==> src/rtl/count_monitor_defs.vh <==
// rtl/count_monitor_defs.vh - shared FSM state encodings for count_monitor
`ifndef COUNT_MONITOR_DEFS_VH
`define COUNT_MONITOR_DEFS_VH

`define CM_ST_INIT  2'd0
`define CM_ST_SYNC  2'd1
`define CM_ST_TRACK 2'd2

`endif

==> src/rtl/count_monitor_pkg.sv <==
// rtl/count_monitor_pkg.sv - types, constants and helpers shared by count_monitor
//
// Contents:
//   state_t     : tracking FSM states, encoded from count_monitor_defs.vh
//   step_t      : classification of one sample against the previous one
//   RUN_W       : width of the consecutive-step run counter (covers SYNC_LEN 1..15)
//   run_reached : true when an incremented run count has hit the lock length

package count_monitor_pkg;

`include "count_monitor_defs.vh"

    typedef enum logic [1:0] {
        ST_INIT  = `CM_ST_INIT,
        ST_SYNC  = `CM_ST_SYNC,
        ST_TRACK = `CM_ST_TRACK
    } state_t;

    typedef enum logic [1:0] {
        STEP_HOLD = 2'd0,
        STEP_INC  = 2'd1,
        STEP_JUMP = 2'd2
    } step_t;

    localparam int RUN_W = 4;

    function automatic logic run_reached(input logic [RUN_W-1:0] run_inc,
                                         input int              sync_len);
        return run_inc == RUN_W'(sync_len);
    endfunction

endpackage

==> src/rtl/count_monitor_if.sv <==
// rtl/count_monitor_if.sv - signal bundle between the count source/host and count_monitor
//
// Signals:
//   q        : sampled count value from the upstream ripple counter
//   clear    : synchronous clear of statistics and lock (active high)
//   locked   : monitor is tracking a valid +1 sequence
//   wrap     : one-cycle pulse on a max->0 step while locked
//   seq_err  : one-cycle pulse on a sequence violation while locked
//   err_cnt  : saturating count of seq_err pulses
//   wrap_cnt : free-running count of wrap pulses
// Modports:
//   master : drives q/clear, observes status
//   slave  : the monitor itself

interface count_monitor_if #(
    parameter int WIDTH  = 4,
    parameter int ERR_W  = 8,
    parameter int WRAP_W = 8
);
    logic [WIDTH-1:0]  q;
    logic              clear;
    logic              locked;
    logic              wrap;
    logic              seq_err;
    logic [ERR_W-1:0]  err_cnt;
    logic [WRAP_W-1:0] wrap_cnt;

    modport master (
        output q,
        output clear,
        input  locked,
        input  wrap,
        input  seq_err,
        input  err_cnt,
        input  wrap_cnt
    );

    modport slave (
        input  q,
        input  clear,
        output locked,
        output wrap,
        output seq_err,
        output err_cnt,
        output wrap_cnt
    );
endinterface

==> src/rtl/sat_counter.sv <==
// rtl/sat_counter.sv - up counter that sticks at all-ones
//
// Ports:
//   clk   : clock
//   reset : asynchronous active-low reset, clears value
//   clr   : synchronous clear, wins over inc
//   inc   : count one event
//   value : current count, holds at 2^WIDTH-1

module sat_counter #(
    parameter int WIDTH = 8
) (
    input  logic             clk,
    input  logic             reset,
    input  logic             clr,
    input  logic             inc,
    output logic [WIDTH-1:0] value
);

    always_ff @(posedge clk or negedge reset) begin
        if (!reset) begin
            value <= '0;
        end else if (clr) begin
            value <= '0;
        end else if (inc && !(&value)) begin
            value <= value + WIDTH'(1);
        end
    end

endmodule

==> src/rtl/count_monitor.sv <==
// rtl/count_monitor.sv - checks that an upstream counter advances by +1 per clock
//
// Ports:
//   clk   : sole clock, rising edge
//   reset : asynchronous active-low reset
//   bus   : count_monitor_if slave (q, clear in; locked, wrap, seq_err,
//           err_cnt, wrap_cnt out)
//
// q is registered into q_s and compared against the previous sample q_p.
// The classification of a sample is registered into the outputs on the
// following edge, so a value on q shows up on the pulses two edges later.
// No output depends combinationally on q or clear.

module count_monitor
    import count_monitor_pkg::*;
#(
    parameter int WIDTH    = 4,
    parameter int SYNC_LEN = 2,
    parameter int ERR_W    = 8,
    parameter int WRAP_W   = 8
) (
    input  logic           clk,
    input  logic           reset,
    count_monitor_if.slave bus
);

    logic [WIDTH-1:0]  q_s;
    logic [WIDTH-1:0]  q_p;
    logic [WIDTH-1:0]  q_p_inc;
    logic              s_valid;

    state_t            state;
    state_t            state_nxt;
    logic [RUN_W-1:0]  run;
    logic [RUN_W-1:0]  run_nxt;
    logic [RUN_W-1:0]  run_inc;
    step_t             step;

    logic              wrap_nxt;
    logic              err_nxt;
    logic              wrap_r;
    logic              seq_err_r;
    logic [WRAP_W-1:0] wrap_cnt_r;
    logic [ERR_W-1:0]  err_val;

    // Sample pipeline. s_valid marks that q_s holds a real sample, so INIT
    // waits one edge before the first q_s/q_p comparison becomes meaningful.
    always_ff @(posedge clk or negedge reset) begin
        if (!reset) begin
            q_s     <= '0;
            q_p     <= '0;
            s_valid <= 1'b0;
        end else begin
            q_s     <= bus.q;
            q_p     <= q_s;
            s_valid <= 1'b1;
        end
    end

    assign q_p_inc = q_p + WIDTH'(1);
    assign run_inc = run + RUN_W'(1);

    always_comb begin
        step = STEP_JUMP;
        if (q_s == q_p_inc) begin
            step = STEP_INC;
        end else if (q_s == q_p) begin
            step = STEP_HOLD;
        end
    end

    always_ff @(posedge clk or negedge reset) begin
        if (!reset) begin
            state <= ST_INIT;
            run   <= '0;
        end else begin
            state <= state_nxt;
            run   <= run_nxt;
        end
    end

    always_comb begin
        state_nxt = state;
        run_nxt   = run;
        wrap_nxt  = 1'b0;
        err_nxt   = 1'b0;
        if (bus.clear) begin
            // clear overrides whatever the current sample would have caused
            state_nxt = ST_INIT;
            run_nxt   = '0;
        end else begin
            case (state)
                ST_INIT: begin
                    if (s_valid) begin
                        state_nxt = ST_SYNC;
                        run_nxt   = '0;
                    end
                end
                ST_SYNC: begin
                    case (step)
                        STEP_INC: begin
                            if (run_reached(run_inc, SYNC_LEN)) begin
                                state_nxt = ST_TRACK;
                                run_nxt   = '0;
                            end else begin
                                run_nxt = run_inc;
                            end
                        end
                        STEP_HOLD: begin
                            run_nxt = run;
                        end
                        default: begin
                            run_nxt = '0;
                        end
                    endcase
                end
                ST_TRACK: begin
                    case (step)
                        STEP_INC: begin
                            wrap_nxt = &q_p;
                        end
                        STEP_HOLD: begin
                            wrap_nxt = 1'b0;
                        end
                        default: begin
                            err_nxt   = 1'b1;
                            state_nxt = ST_SYNC;
                            run_nxt   = '0;
                        end
                    endcase
                end
                default: begin
                    state_nxt = ST_INIT;
                    run_nxt   = '0;
                end
            endcase
        end
    end

    always_ff @(posedge clk or negedge reset) begin
        if (!reset) begin
            wrap_r     <= 1'b0;
            seq_err_r  <= 1'b0;
            wrap_cnt_r <= '0;
        end else begin
            wrap_r    <= wrap_nxt;
            seq_err_r <= err_nxt;
            if (bus.clear) begin
                wrap_cnt_r <= '0;
            end else if (wrap_nxt) begin
                wrap_cnt_r <= wrap_cnt_r + WRAP_W'(1);
            end
        end
    end

    sat_counter #(
        .WIDTH (ERR_W)
    ) u_err_cnt (
        .clk   (clk),
        .reset (reset),
        .clr   (bus.clear),
        .inc   (err_nxt),
        .value (err_val)
    );

    assign bus.locked   = (state == ST_TRACK);
    assign bus.wrap     = wrap_r;
    assign bus.seq_err  = seq_err_r;
    assign bus.err_cnt  = err_val;
    assign bus.wrap_cnt = wrap_cnt_r;

endmodule

==> src/flat_wrapper.sv <==
// flat-port wrapper written by rule: the top's interface ports become plain ports
module count_monitor_flat import count_monitor_pkg::*;
#(
    parameter int WIDTH    = 4,
    parameter int SYNC_LEN = 2,
    parameter int ERR_W    = 8,
    parameter int WRAP_W   = 8
)
  (clk, reset, bus_q, bus_clear, bus_locked, bus_wrap, bus_seq_err, bus_err_cnt, bus_wrap_cnt);
  count_monitor_if #(.WIDTH(WIDTH), .ERR_W(ERR_W), .WRAP_W(WRAP_W)) bus_i ();
  input  logic clk;
  input  logic reset;
  input wire logic [$bits(bus_i.q)-1:0] bus_q;
  input wire logic [$bits(bus_i.clear)-1:0] bus_clear;
  output wire logic [$bits(bus_i.locked)-1:0] bus_locked;
  output wire logic [$bits(bus_i.wrap)-1:0] bus_wrap;
  output wire logic [$bits(bus_i.seq_err)-1:0] bus_seq_err;
  output wire logic [$bits(bus_i.err_cnt)-1:0] bus_err_cnt;
  output wire logic [$bits(bus_i.wrap_cnt)-1:0] bus_wrap_cnt;
  assign bus_i.q = bus_q;
  assign bus_i.clear = bus_clear;
  assign bus_locked = bus_i.locked;
  assign bus_wrap = bus_i.wrap;
  assign bus_seq_err = bus_i.seq_err;
  assign bus_err_cnt = bus_i.err_cnt;
  assign bus_wrap_cnt = bus_i.wrap_cnt;
  count_monitor #(.WIDTH(WIDTH), .SYNC_LEN(SYNC_LEN), .ERR_W(ERR_W), .WRAP_W(WRAP_W)) u_core (.clk(clk), .reset(reset), .bus(bus_i));
endmodule
==> config.mk <==
export PLATFORM = sky130hd
export DESIGN_NAME = count_monitor_flat
export DESIGN_NICKNAME = d
export VERILOG_FILES = /design/src/rtl/count_monitor_pkg.sv /design/src/rtl/count_monitor_if.sv /design/src/rtl/sat_counter.sv /design/src/rtl/count_monitor.sv /design/src/flat_wrapper.sv
export VERILOG_INCLUDE_DIRS = /design/src /design/src/rtl
export SDC_FILE = /design/constraint.sdc
export NUM_CORES = 1
export LEC_CHECK = 0
export CORE_UTILIZATION = 55
export CTS_BUF_LIST = sky130_fd_sc_hd__clkbuf_4
export DETAILED_ROUTE_END_ITERATION = 6
export PLACE_DENSITY = 0.84
export SLEW_MARGIN = 30
export SYNTH_ARGS = -nofsm -noshare
export SYNTH_HDL_FRONTEND = slang
export SYNTH_SLANG_ARGS = --single-unit
==> constraint.sdc <==
create_clock -name clk -period 4.56 [get_ports clk]
set_input_delay 0.456 -clock clk [delete_from_list [all_inputs] [get_ports clk]]
set_output_delay 0.456 -clock clk [all_outputs]
set_load 0.02 [all_outputs]
==> results of run 1 <==
[area by class of cell]
type,instances,area [um2]
timing repair buffer,26,258
inverter,6,27.5
sequential,33,826
clock inverter,1,5.00
fill,197,822
multi-input combinational,112,791
tap,31,38.8
clock buffer,5,37.5
[sequential cells by signal, summed over array words and instances, names as in the netlist]
name,cells
u_core.bus.wrap,1
u_core.run,4
u_core.q_p,4
u_core.u_err_cnt.value,8
u_core.state,2
u_core.q_s,4
u_core.bus.seq_err,1
u_core.s_valid,1
u_core.bus.wrap_cnt,8
[how the worst max path moves through the flow]
stage	end	depth (start not counted)	slack, ns
final	u_core.bus.wrap_cnt[7]	6	2.34
after global routing	u_core.bus.wrap_cnt[7]	6	2.18
after CTS	u_core.bus.wrap_cnt[7]	6	2.34
after detailed placement	u_core.u_err_cnt.value[4]	7	2.12
after global placement	u_core.u_err_cnt.value[4]	7	2.20
after floorplan	u_core.u_err_cnt.value[4]	8	2.40
[layout by cell type, fill, tap and decap left out, drive strengths merged, types with 4 or more instances in the layout]
cell           count
nand3             10
inv                5
clkbuf             5
nand2             14
dfrtp             33
o21ai              5
clkdlybuf4s50     25
nor3               6
and3               5
ha                 5
nor2               6
xor2               7
mux2i              4
or3                4
a21oi              7
[where the power goes]
part           total [uW]  switching [uW]  internal [uW]  leakage (uW)
registers             302            5.08            297      0.000438
clock network         141            87.3           53.3     0.0000269
logic                36.8            20.9           15.9      0.000408
total                 480             113            366      0.000874
[per-stage QoR]
step | hold slack, ns | utilization (%) | total power (uW)
2_1_floorplan | 0.160 | - | 331
3_3_place_gp | 0.388 | 69.2 | 344
3_5_place_dp | 0.409 | 69.2 | 346
4_1_cts | 0.435 | 70.7 | 485
5_1_grt | 0.436 | 70.7 | 506
6_report | 0.424 | 70.7 | 480
[kinds of logic (layout without fill, tap and decap cells)]
family,after synthesis,count (layout),share of synthesized area [%]
AO/OA/AOI/OAI,31,31,13.3
XOR/XNOR,11,11,7.54
adder cells (fa/ha/maj),5,5,3.77
buffers and inverters,8,38,2.56
flip-flops,33,33,49.8
multiplexers,4,4,2.41
other,1,1,0.226
AND/OR/NAND/NOR,60,60,20.4
[metal layers]
metal / vias up / track usage (%)
li1: 612 / -
met1: 606 / 26.8
met2: 27 / 34.3
met3: 4 / 8.29
met4: 0 / 8.01
met5: - / 0
[Yosys cell counts, types with 2 or more instances]
library cell	instances	share of area, %
sky130_fd_sc_hd__a21o_1	2	0.90
sky130_fd_sc_hd__a21oi_1	7	2.1
sky130_fd_sc_hd__and2_1	2	0.75
sky130_fd_sc_hd__and3_2	3	1.4
sky130_fd_sc_hd__dfrtp_1	33	50
sky130_fd_sc_hd__ha_1	5	3.8
sky130_fd_sc_hd__inv_1	5	1.1
sky130_fd_sc_hd__mux2i_1	4	2.4
sky130_fd_sc_hd__nand2_1	13	2.9
sky130_fd_sc_hd__nand3_1	9	2.7
sky130_fd_sc_hd__nand4_1	3	1.1
sky130_fd_sc_hd__nor2_1	6	1.4
sky130_fd_sc_hd__nor2b_1	3	1.1
sky130_fd_sc_hd__nor3_1	6	1.8
sky130_fd_sc_hd__nor3b_1	2	0.90
sky130_fd_sc_hd__o211ai_1	3	1.4
sky130_fd_sc_hd__o21ai_0	5	1.5
sky130_fd_sc_hd__o31ai_1	2	0.90
sky130_fd_sc_hd__or3_1	4	1.5
sky130_fd_sc_hd__or4_1	2	0.90
sky130_fd_sc_hd__xnor2_1	3	1.6
sky130_fd_sc_hd__xor2_1	5	2.6
sky130_fd_sc_hd__xor2_2	2	2.0
==> impl.org, run 1 <==
** Status
- The run finished, with violations left.
- Violated checks :: design-rule violations

** Floorplan
- Measured along the x axis, the die boundary spans 56.9 um.
- From bottom edge to top edge, the die measures 56.9 um.
- The initialized floorplan defines 19 standard-cell rows.
- Number of placed I/O pins :: 26
- The floorplan step defined a core boundary enclosing 0.00281 mm2.
- The die covers 0.00324 mm2.
- Initial Util :: 59.1%

** Placement
- Placer Congestion :: 0.789
- In this run the tool buffered the top-level ports with 25 buffer cells.
- Post-DP HPWL :: 2260 um
- Once placement finished, the instance area stood at 0.00194 mm2.
- Cells after DPL :: 208
- Pre-CTS setup slack :: 2.12 ns

** Setup path
- Startpoint type of the worst setup path :: flip-flop
- In this run the worst path has a maximum fanout of 9.
- R2r endpoint :: u_core.bus.wrap_cnt[7]
- STA puts the critical path data arrival time at 2.47 ns.
- In this run the critical register-to-register path is launched from u_core.q_p[0].
- Measured in cells, the most critical reg-to-reg path has a length of 6.
- Cells along the critical path :: ha_1, xnor3_1, and3_4, nand3_2, or4_1, a21oi_1
- The kind of cell with the highest combined delay along the critical path is simple AND/OR/NAND/NOR gates.
- Together, buffers and inverters on the worst path number 0.
- Crit Path Category :: reg2reg
- CP Capture Type :: flip-flop
- Critical Path Start :: u_core.q_p[0]
- Among all stages on the critical path, the largest delay is contributed by sky130_fd_sc_hd__or4_1.
- R2R setup slack :: 2.34 ns
- Required time at the worst-slack endpoint :: 4.81 ns
- For this run, the slowest stage of the critical path takes 0.55 ns.

** Logic synthesis
- The cell area that synthesis handed to floorplanning was 0.00166 mm2.
- Counting distinct cell types in the post-synthesis netlist gives 47.
- Counting flops with an async set or reset pin after synthesis yields a share of 100%.
- Synthesized netlist net count :: 165
- For this run, the number of Yosys warnings is 0.
- EDFF count, synth :: 0
- Among all flip-flop cells after synthesis, the most frequent one is sky130_fd_sc_hd__dfrtp_1.
- For this run, the register share of the synthesized area comes to 49.8%.
- Average instance area after synthesis :: 10.8 um2
- In this run, synthesis produced a sequential element count of 33.
- Synthesized instance count :: 153

** Clocking
- Buffers inserted to repair hold after CTS numbered 0.
- Sink Count :: 33
- In this run the number of H-tree levels came out at 2.
- Source-to-sink clock delay at the later pin of the worst-skew pair :: 0.33 ns
- Once the clock tree was built, the setup fixing pass inserted 0 buffers.
- Clock tree from TritonCTS :: built
- Worst-path clk slew :: 0.09 ns
- No sink is reached through more buffers than the 2 on the longest clock path.
- Once the clock tree was built, the resizer swapped 0 gates to a different size.
- CTS Root Buffer Type :: sky130_fd_sc_hd__clkbuf_4
- The number of clock buffers added by TritonCTS is 5.

** Route
- Wl on met1 :: 1370 um
- Iteration-0 DRC Markers :: 96
- Detail-routed net length per standard cell :: 14.1 um
- Routed signal wires occupy layers up through met4.
- Total iterations of the first detailed-routing run :: 6
- Wire segments on met2 add up to 1480 um in the final route.
- Detailed-route wire length :: 3010 um
- Number of vias per cell after detailed routing :: 5.84
- Detailed routing inserted a total of 1249 vias.
- In this run the remaining antenna-violating nets after routing total 0.
- After detailed routing, the number of remaining DRC violations is 2.
- In the detailed route, the total length drawn on met3 is 124 um.

** Hold path
- The min-delay analysis places its worst path in the category reg2reg.
- Hold Path Stages :: 0
- Hold path startpoint :: u_core.q_s[0]
- Destination of the worst hold path :: u_core.q_p[0]

** Timing
- For the final routed database, the setup TNS stands at 0 ns.
- Subtracting the final worst setup slack from the clock period gives 2.22 ns.
- The worst pin sits at a relative slew slack of 58.8%.
- The clock arrives with 0.00785 ns of skew.
- Setup repair after global routing left no endpoint under its margin.
- Finish-stage setup viols :: 0
- Worst slew pin tran :: 0.612 ns
- The max-slew violation count was 0.
- The number of hold violations in the final report came to 0.
- The final critical path takes up 48.6% of the cycle.
- Derived from the worst setup path, the maximum achievable clock frequency is 451 MHz.
- Final Worst Setup Slack :: 2.34 ns

** Global routing
- The number of global-route vias before repair is 1224.
- Summed over all layers, the global routing overflow is 0.
- Global router's overall resource usage :: 21.5%
- Global-route wire length before repair :: 5250 um
- The number of antenna violations at the first check in global routing is 0.
- Entering global routing, the biggest net connects 34 pins.

** Cells and area
- Post-route non-filler standard cell count :: 214
- The net count of the finished layout is 196.
- Post-layout instance area :: 0.00198 mm2
- The area growth from synthesis to layout is 19.5%.
- Cells with a size suffix above 1 make up 10.9% of the layout.
- Number of diodes added for antenna fixing :: 0

** Power and ir drop
- IR analysis of the VDD net gives a maximum drop of 184 uV.
- For this design the static power due to leakage is 0.000874 uW.
- For this design the ratio of total power to cell area is 242 mW/mm2.

** Flow run
- MaxCap Viol Count :: 0
No activity file was read; power rests on OpenSTA's default activity.
==> run 2: changes to the inputs <==
- CORE_UTILIZATION: 55 -> 50
- PLACE_DENSITY: 0.84 -> 0.81
- clock period: 4.56 -> 1.85 ns (I/O delays scaled with it)
==> run 2 against run 1 <==
The run ends with negative setup slack left; sequential share of layout area fell by 4.1 points; clock power rose to 2.9 times the previous value; register-to-register slack got worse by 2.4 ns; global-route usage rose by 1.8 points; routed wire length rose by 20%; flip-flop and latch count did not move; via count rose by 12%; combinational power rose to 3.4 times the previous value.
==> impl.org, run 2 (synthesis results as in run 1) <==
** Floorplan
- The height of the chip was 59.6 um (+4.7%).
- Num rows :: 20 (+1)
- The I/O pin count is 26 (unchanged).
- Initial Util :: 53.5% (-5.7 points)
- Horizontal die dimension :: 59.6 um (+4.7%)
- The total die area was 0.00355 mm2 (+9.7%).
- Area inside the core boundary :: 0.00310 mm2 (+11%)

** Setup path
- Data arrival at the endpoint of the critical path :: 2.13 ns (-0.34 ns)
- CP Capture Type :: flip-flop
- Required time at the worst-slack endpoint :: 2.06 ns (-2.75 ns)
- The worst register-to-register path begins at u_core.q_p[0].
- The worst setup path is of the reg2reg kind.
- The worst setup path is launched from a flip-flop.
- The largest fanout on the critical path came to 8 (-1).
- Critical Path Start :: u_core.q_p[0]

** Global routing
- Vias in the first global route :: 1395 (+14%)
- The residual overflow from global routing is 0 (unchanged).
- The number of antenna violations at the first check in global routing was 0 (unchanged).
- The total routing resource utilization after global routing is 23.4% (+1.8 points).
- Largest net degree at the start of global routing :: 34 (unchanged)
- Global-route wire length before repair :: 6040 um (+15%)

** Placement
- IO Port Bufs :: 25 (unchanged)
- The total cell area at the placement stage came to 0.00206 mm2 (+6.3%).
- Placer Congestion :: 0.915 (+16%)
- The post-DP HPWL is 2580 um (+14%).

** Timing
- The worst clock skew is 0.00674 ns (-0.00111 ns).
- Count of pins over their slew limit :: 0 (unchanged)
- The number of hold violations in the final report came to 0 (unchanged).
- Finish-stage setup viols :: 5 (+5)
- Timing-limited maximum frequency :: 521 MHz (+15%)
- Setup repair after global routing could not meet its margin everywhere.
- Worst hold slack :: 0.261 ns (-0.163 ns)
- The setup total negative slack is -0.177 ns (-0.177 ns).
- The final clock period utilization by the worst path was 104% (+55 points).
- The clock period minus final worst setup slack is 1.92 ns (-0.295 ns).
- The minimum setup slack in the final design came to -0.0701 ns (-2.41 ns).

** Status
- The run finished, with violations left.
- The final reports fail on negative setup slack.

** Hold path
- In this run the worst hold path is classified as in2async.

** Cells and area
- The number of filler cells placed in the layout is 247 (+25%).
- The library cell used most frequently in the layout, excluding fill and tap cells, is sky130_fd_sc_hd__dfrtp_1.
- The fraction of final layout cells with drive strength greater than 1 is 25.0% (+14 points).
- The number of nets in the final layout was 211 (+7.7%).
- Area added between synthesis and finish :: 32.8%
- Number of diodes added for antenna fixing :: 0 (unchanged)
- In the layout the commonest cells are 32 x sky130_fd_sc_hd__dfrtp_1, 24 x sky130_fd_sc_hd__clkdlybuf4s50_1, 16 x sky130_fd_sc_hd__buf_4.
- The final instance area came to 0.00220 mm2 (+11%).

** Flow run
- MaxCap Viol Count :: 0 (unchanged)

** Power and ir drop
- The static leakage came to 0.000989 uW (+13%).
- Pwr Density :: 585 mW/mm2 (+140%)
- The maximum vdd ir drop was 526 uV (+190%).

** Clocking
- The clock latency reported for the late side of the worst-skew pair was 0.32 ns (about the same).
- Maximum clock path buffer count :: 2 (unchanged)
- The cts-stage hold buffer count came to 0 (unchanged).
- Clock tree from TritonCTS :: built
- The number of sinks on the clock net is 33 (unchanged).
- H-Tree Depth :: 2 (unchanged)
- The clock slew at the register clock pins of the worst setup and hold paths was 0.10 ns (about the same).
- Number of buffers created by CTS :: 5 (unchanged)
- The tree is rooted in a sky130_fd_sc_hd__clkbuf_4.

** Route
- The total length of routed wires was 3610 um (+20%).
- Detail-routed net length per standard cell :: 14.8 um (+5.0%)
- The via count is 1400 (+12%).
- Total iterations of the first detailed-routing run :: 4 (-2)
- DRC violations left :: 0 (-2)
- The number of routed nets with antenna violations is 0 (unchanged).
- The initial detailed-routing violation count is 70 (-27%).
- The routed via count divided by cell count came to 5.74 (-1.7%).
run 2: cell types whose count changed in the layout (fill, tap and decap cells not counted), sizes merged:
cell / delta
clkinv: -1
clkdlybuf4s50: -1
clkbuf: +3
dlymetal6s2s: +1
buf: +15
run 2: layout make-up:
cell class	count	area, um2	share of cell area, %
tap	44	55.1	2.50
sequential	33	827	37.5
timing repair buffer	41	373	16.9
clock buffer	8	60.1	2.73
multi-input combinational	112	861	39.1
inverter	6	27.5	1.25
run 2: stage by stage:
stage | instances | power [uW] | setup WS (ns) | util (%)
floorplan | 153 | 820 | -0.0341 | -
detailed placement | 232 | 872 | -0.0713 | 66.5
CTS | 242 | 1290 | -0.0461 | 69.3
global route | 244 | 1350 | -0.117 | 71.0
global placement | 232 | 865 | -0.00504 | 66.5
finish | 244 | 1290 | -0.0701 | 71.0
run 2: timing repair:
action | 4_1_cts | 5_1_grt
endpoints found under the setup margin | 6 | 18
buffers inserted | 2 | 2
cloned | 0 | 0
pin swaps | 6 | 9
resized for setup | 3 | 10
run 2: metal layers:
metal	vias up	wire length [um]	GRT usage [%]
met3	8	179	6.55
met1	699	1460	27.0
met5	-	0	0
met2	48	1910	40.4
li1	645	-	-
met4	0	53	9.97
run 2: final timing paths:
check | end | slack, ns | cells past startpoint
worst max-delay path | u_core.u_err_cnt.value[4] | -0.07 | 7
worst min-delay path | u_core.bus.wrap_cnt[0] | 0.26 | 2
worst max register to register | u_core.u_err_cnt.value[4] | -0.07 | 7
worst min register to register | u_core.q_p[0] | 0.41 | 0
max in group asynchronous | u_core.q_p[0] | 1.25 | 2
min in group clk | u_core.q_s[3] | 0.30 | 1
run 2: critical path, cell delays in order, from the launching register on:
cell and delay, ns:
sky130_fd_sc_hd__dfrtp_2 0.45, sky130_fd_sc_hd__ha_4 0.26, sky130_fd_sc_hd__xnor2_2 0.13, sky130_fd_sc_hd__and3_4 0.20, sky130_fd_sc_hd__a211o_4 0.37, sky130_fd_sc_hd__clkinv_4 0.09, sky130_fd_sc_hd__nand2_4 0.07, sky130_fd_sc_hd__a311o_1 0.26
run 2: power by group:
part / leakage, uW / internal [uW] / total [uW] / switching [uW]
registers: 0.000437 / 733 / 748 / 14.8
clock network: 0.0000368 / 195 / 415 / 220
logic: 0.000515 / 59.8 / 126 / 65.7
==> run 3: changes to the inputs <==
- CORE_MARGIN: default -> 2
- CORE_UTILIZATION: 50 -> 55
- PLACE_DENSITY: 0.81 -> 0.84
- clock period: 1.85 -> 1.95 ns (I/O delays scaled with it)
==> run 3 against run 2 <==
Flip-flop and latch count is the same; sequential share of layout area grew 0.59 points; cell count decreased by 6.1%; clock power shrank 15%; routed wire length is 5.7% lower; via count shrank 2.6%; critical path type unchanged; register-to-register slack improved by 0.10 ns; die area down 2.3%; worst hold slack worse by 0.020 ns; power decreased by 8.9%; setup slack gained 0.10 ns; the run ends with design-rule violations left.
==> impl.org, run 3 (synthesis results as in run 1) <==
** Clocking
- The cts-stage hold buffer count was 0 (unchanged).
- H-Tree Depth :: 2 (unchanged)
- The total CTS buffers is 5 (unchanged).
- Source-to-sink clock delay at the later pin of the worst-skew pair :: 0.33 ns (about the same)
- The maximum buffer depth of the clock tree came to 2 (unchanged).
- TritonCTS built the clock tree.
- Worst-path clk slew :: 0.10 ns (about the same)
- The number of sinks on the clock net is 33 (unchanged).
- CTS Root Buffer Type :: sky130_fd_sc_hd__clkbuf_4

** Timing
- The setup total negative slack was 0 ns (+0.177 ns).
- The clock period minus final worst setup slack was 1.92 ns (-0.00217 ns).
- The final setup violation count was 0 (-5).
- Fin. Hold Viols :: 0 (unchanged)
- The worst clock skew was 0.0132 ns (+0.00646 ns).
- Final Worst Setup Slack :: 0.0321 ns (+0.102 ns)
- Setup repair after global routing could not meet its margin everywhere.
- Count of pins over their slew limit :: 0 (unchanged)
- Timing-limited maximum frequency :: 521 MHz (+0.11%)
- Share of the clock period used by the worst path :: 98.4% (-5.4 points)

** Hold path
- Worst min path class :: in2async

** Cells and area
- The number of nets in the final layout was 209 (-0.95%).
- Share of cells above drive strength 1 :: 22.7% (-2.3 points)
- Commonest non-fill, non-tap cells in the layout :: 33 x sky130_fd_sc_hd__dfrtp_1, 24 x sky130_fd_sc_hd__clkdlybuf4s50_1, 13 x sky130_fd_sc_hd__nand2_1, 13 x sky130_fd_sc_hd__buf_4, 7 x sky130_fd_sc_hd__nand3_1
- Leaving out fill and tap cells, the most frequent cell in the layout is sky130_fd_sc_hd__dfrtp_1.
- Area added between synthesis and finish :: 30.5%
- The count of inserted antenna diode cells was 0 (unchanged).

** Floorplan
- The number of placement rows is 19 (-5.0%).
- Die Span Y :: 58.9 um (-1.1%)
- Area inside the core boundary :: 0.00281 mm2 (-9.6%)
- The I/O pin count came to 26 (unchanged).
- Die Area :: 0.00347 mm2 (-2.3%)
- Initial Util :: 59.1% (+5.7 points)
- The width of the chip is 58.9 um (-1.1%).

** Global routing
- The maximum number of pins on one net before global-route repair is 34 (unchanged).
- Vias in the first global route :: 1316 (-5.7%)
- Total gr overflow :: 0 (unchanged)
- The total routing resource utilization after global routing is 22.3% (-1.1 points).
- Global-route wire length before repair :: 5780 um (-4.5%)
- Number of antenna violations at the first check in global routing :: 0 (unchanged)

** Status
- The flow ran to the end, but the final reports show violations.
- The checks that failed: design-rule violations.

** Setup path
- The length in cells of the worst reg-to-reg path came to 7 (unchanged).
- CP Capture Type :: flip-flop
- R2R setup slack :: 0.03 ns (+0.10 ns)
- The setup path with the least slack is of type reg2reg.
- Required time at the worst-slack endpoint :: 2.17 ns (+0.11 ns)
- In this run the critical register-to-register path is launched from u_core.q_p[0].
- Startpoint type of the worst setup path :: flip-flop
- CP Max Fanout :: 7 (-1)
- R2r endpoint :: u_core.u_err_cnt.value[4]
- The arrival time at the worst endpoint is 2.14 ns (about the same).

** Route
- The wire length per cell after detailed routing was 14.8 um (+0.49%).
- The routed via count divided by cell count is 5.96 (+3.8%).
- Detailed-route wire length :: 3400 um (-5.7%)
- The initial detailed-routing violation count came to 113 (+61%).
- The residual DRC count came to 4 (+4).
- The number of detailed-routing iterations run before antenna repair is 6 (+2).
- The via count came to 1364 (-2.6%).
- The number of routed nets with antenna violations came to 0 (unchanged).

** Power and ir drop
- Total leakage power :: 0.000966 uW (-2.3%)
- The power per cell area came to 542 mW/mm2 (-7.4%).
- Max rail drop VDD :: 403 uV (-23%)

** Placement
- Placer Congestion :: 0.833 (-9.0%)
- The post-place setup slack was -0.00697 ns (+0.0643 ns).
- The post-DP HPWL was 2420 um (-6.2%).
- IO Port Bufs :: 25 (unchanged)

** Flow run
- The max capacitance violation total is 0 (unchanged).
run 3: cell types whose count changed in the layout (fill, tap and decap cells not counted), moves of 2 or more:
cell | before | now
sky130_fd_sc_hd__buf_4 | 16 | 13
sky130_fd_sc_hd__clkbuf_4 | 8 | 5
sky130_fd_sc_hd__clkinv_1 | 0 | 2
sky130_fd_sc_hd__xor2_1 | 5 | 3
sky130_fd_sc_hd__xor2_2 | 2 | 4
run 3: how the worst max path moves through the flow:
| stage | start | endpoint | slack (ns) |
|---|---|---|---|
| 2_1_floorplan | u_core.q_p[0] | u_core.bus.wrap_cnt[7] | -0.03 |
| 3_3_place_gp | u_core.q_s[2] | u_core.u_err_cnt.value[4] | 0.04 |
| 3_5_place_dp | u_core.q_p[0] | u_core.bus.wrap_cnt[5] | -0.007 |
| 4_1_cts | u_core.q_p[0] | u_core.bus.wrap_cnt[5] | -0.009 |
| 5_1_grt | u_core.q_p[2] | u_core.u_err_cnt.value[4] | -0.08 |
| 6_report | u_core.q_p[0] | u_core.u_err_cnt.value[4] | 0.03 |
run 3: cell type report:
cell class | instances | area [um2]
clock buffers | 5 | 37.5
clock inverters | 3 | 12.5
fillers | 201 | 639
inverters | 6 | 27.5
multi-input cells | 112 | 862
flip-flops and latches | 33 | 826
well taps | 31 | 38.8
repair buffers | 39 | 362
run 3: critical path, stage by stage (launching register included):
cell                       delay [ns]
sky130_fd_sc_hd__dfrtp_1         0.40
sky130_fd_sc_hd__ha_2            0.33
sky130_fd_sc_hd__xnor2_1         0.11
sky130_fd_sc_hd__and3_4          0.25
sky130_fd_sc_hd__a211o_4         0.17
sky130_fd_sc_hd__clkinv_4        0.08
sky130_fd_sc_hd__and3_4          0.16
sky130_fd_sc_hd__a311o_1         0.32
run 3: routing by layer:
| metal | share of wire [%] | GRT usage [%] | vias to the layer above |
|---|---|---|---|
| met5 | 0 | 0 | - |
| met4 | 1.8 | 7.47 | 0 |
| met2 | 51 | 37.9 | 41 |
| met3 | 5.5 | 6.15 | 8 |
| met1 | 42 | 27.2 | 674 |
| li1 | - | - | 641 |
run 3: through the flow:
step / util (%) / total power (uW) / instance area (um2) / hold WS [ns] / cells
global placement: 71.9 / 818 / 2020 / 0.388 / 218
finish: 77.2 / 1170 / 2170 / 0.240 / 229
detailed placement: 71.9 / 822 / 2020 / 0.398 / 218
global route: 77.2 / 1220 / 2170 / 0.266 / 229
floorplan: - / 774 / 1660 / -0.101 / 153
CTS: 74.3 / 1180 / 2080 / 0.254 / 228
run 3: repair_timing:
action                                  in CTS  in global routing
gates resized for setup                      0                 15
pin swaps                                    3                 12
buffers inserted                             2                  1
endpoints found under the setup margin       3                 12
run 3: power breakdown:
group | internal, uW | switching, uW
registers | 695 | 11.8
clock network | 130 | 222
logic | 54.1 | 60.3
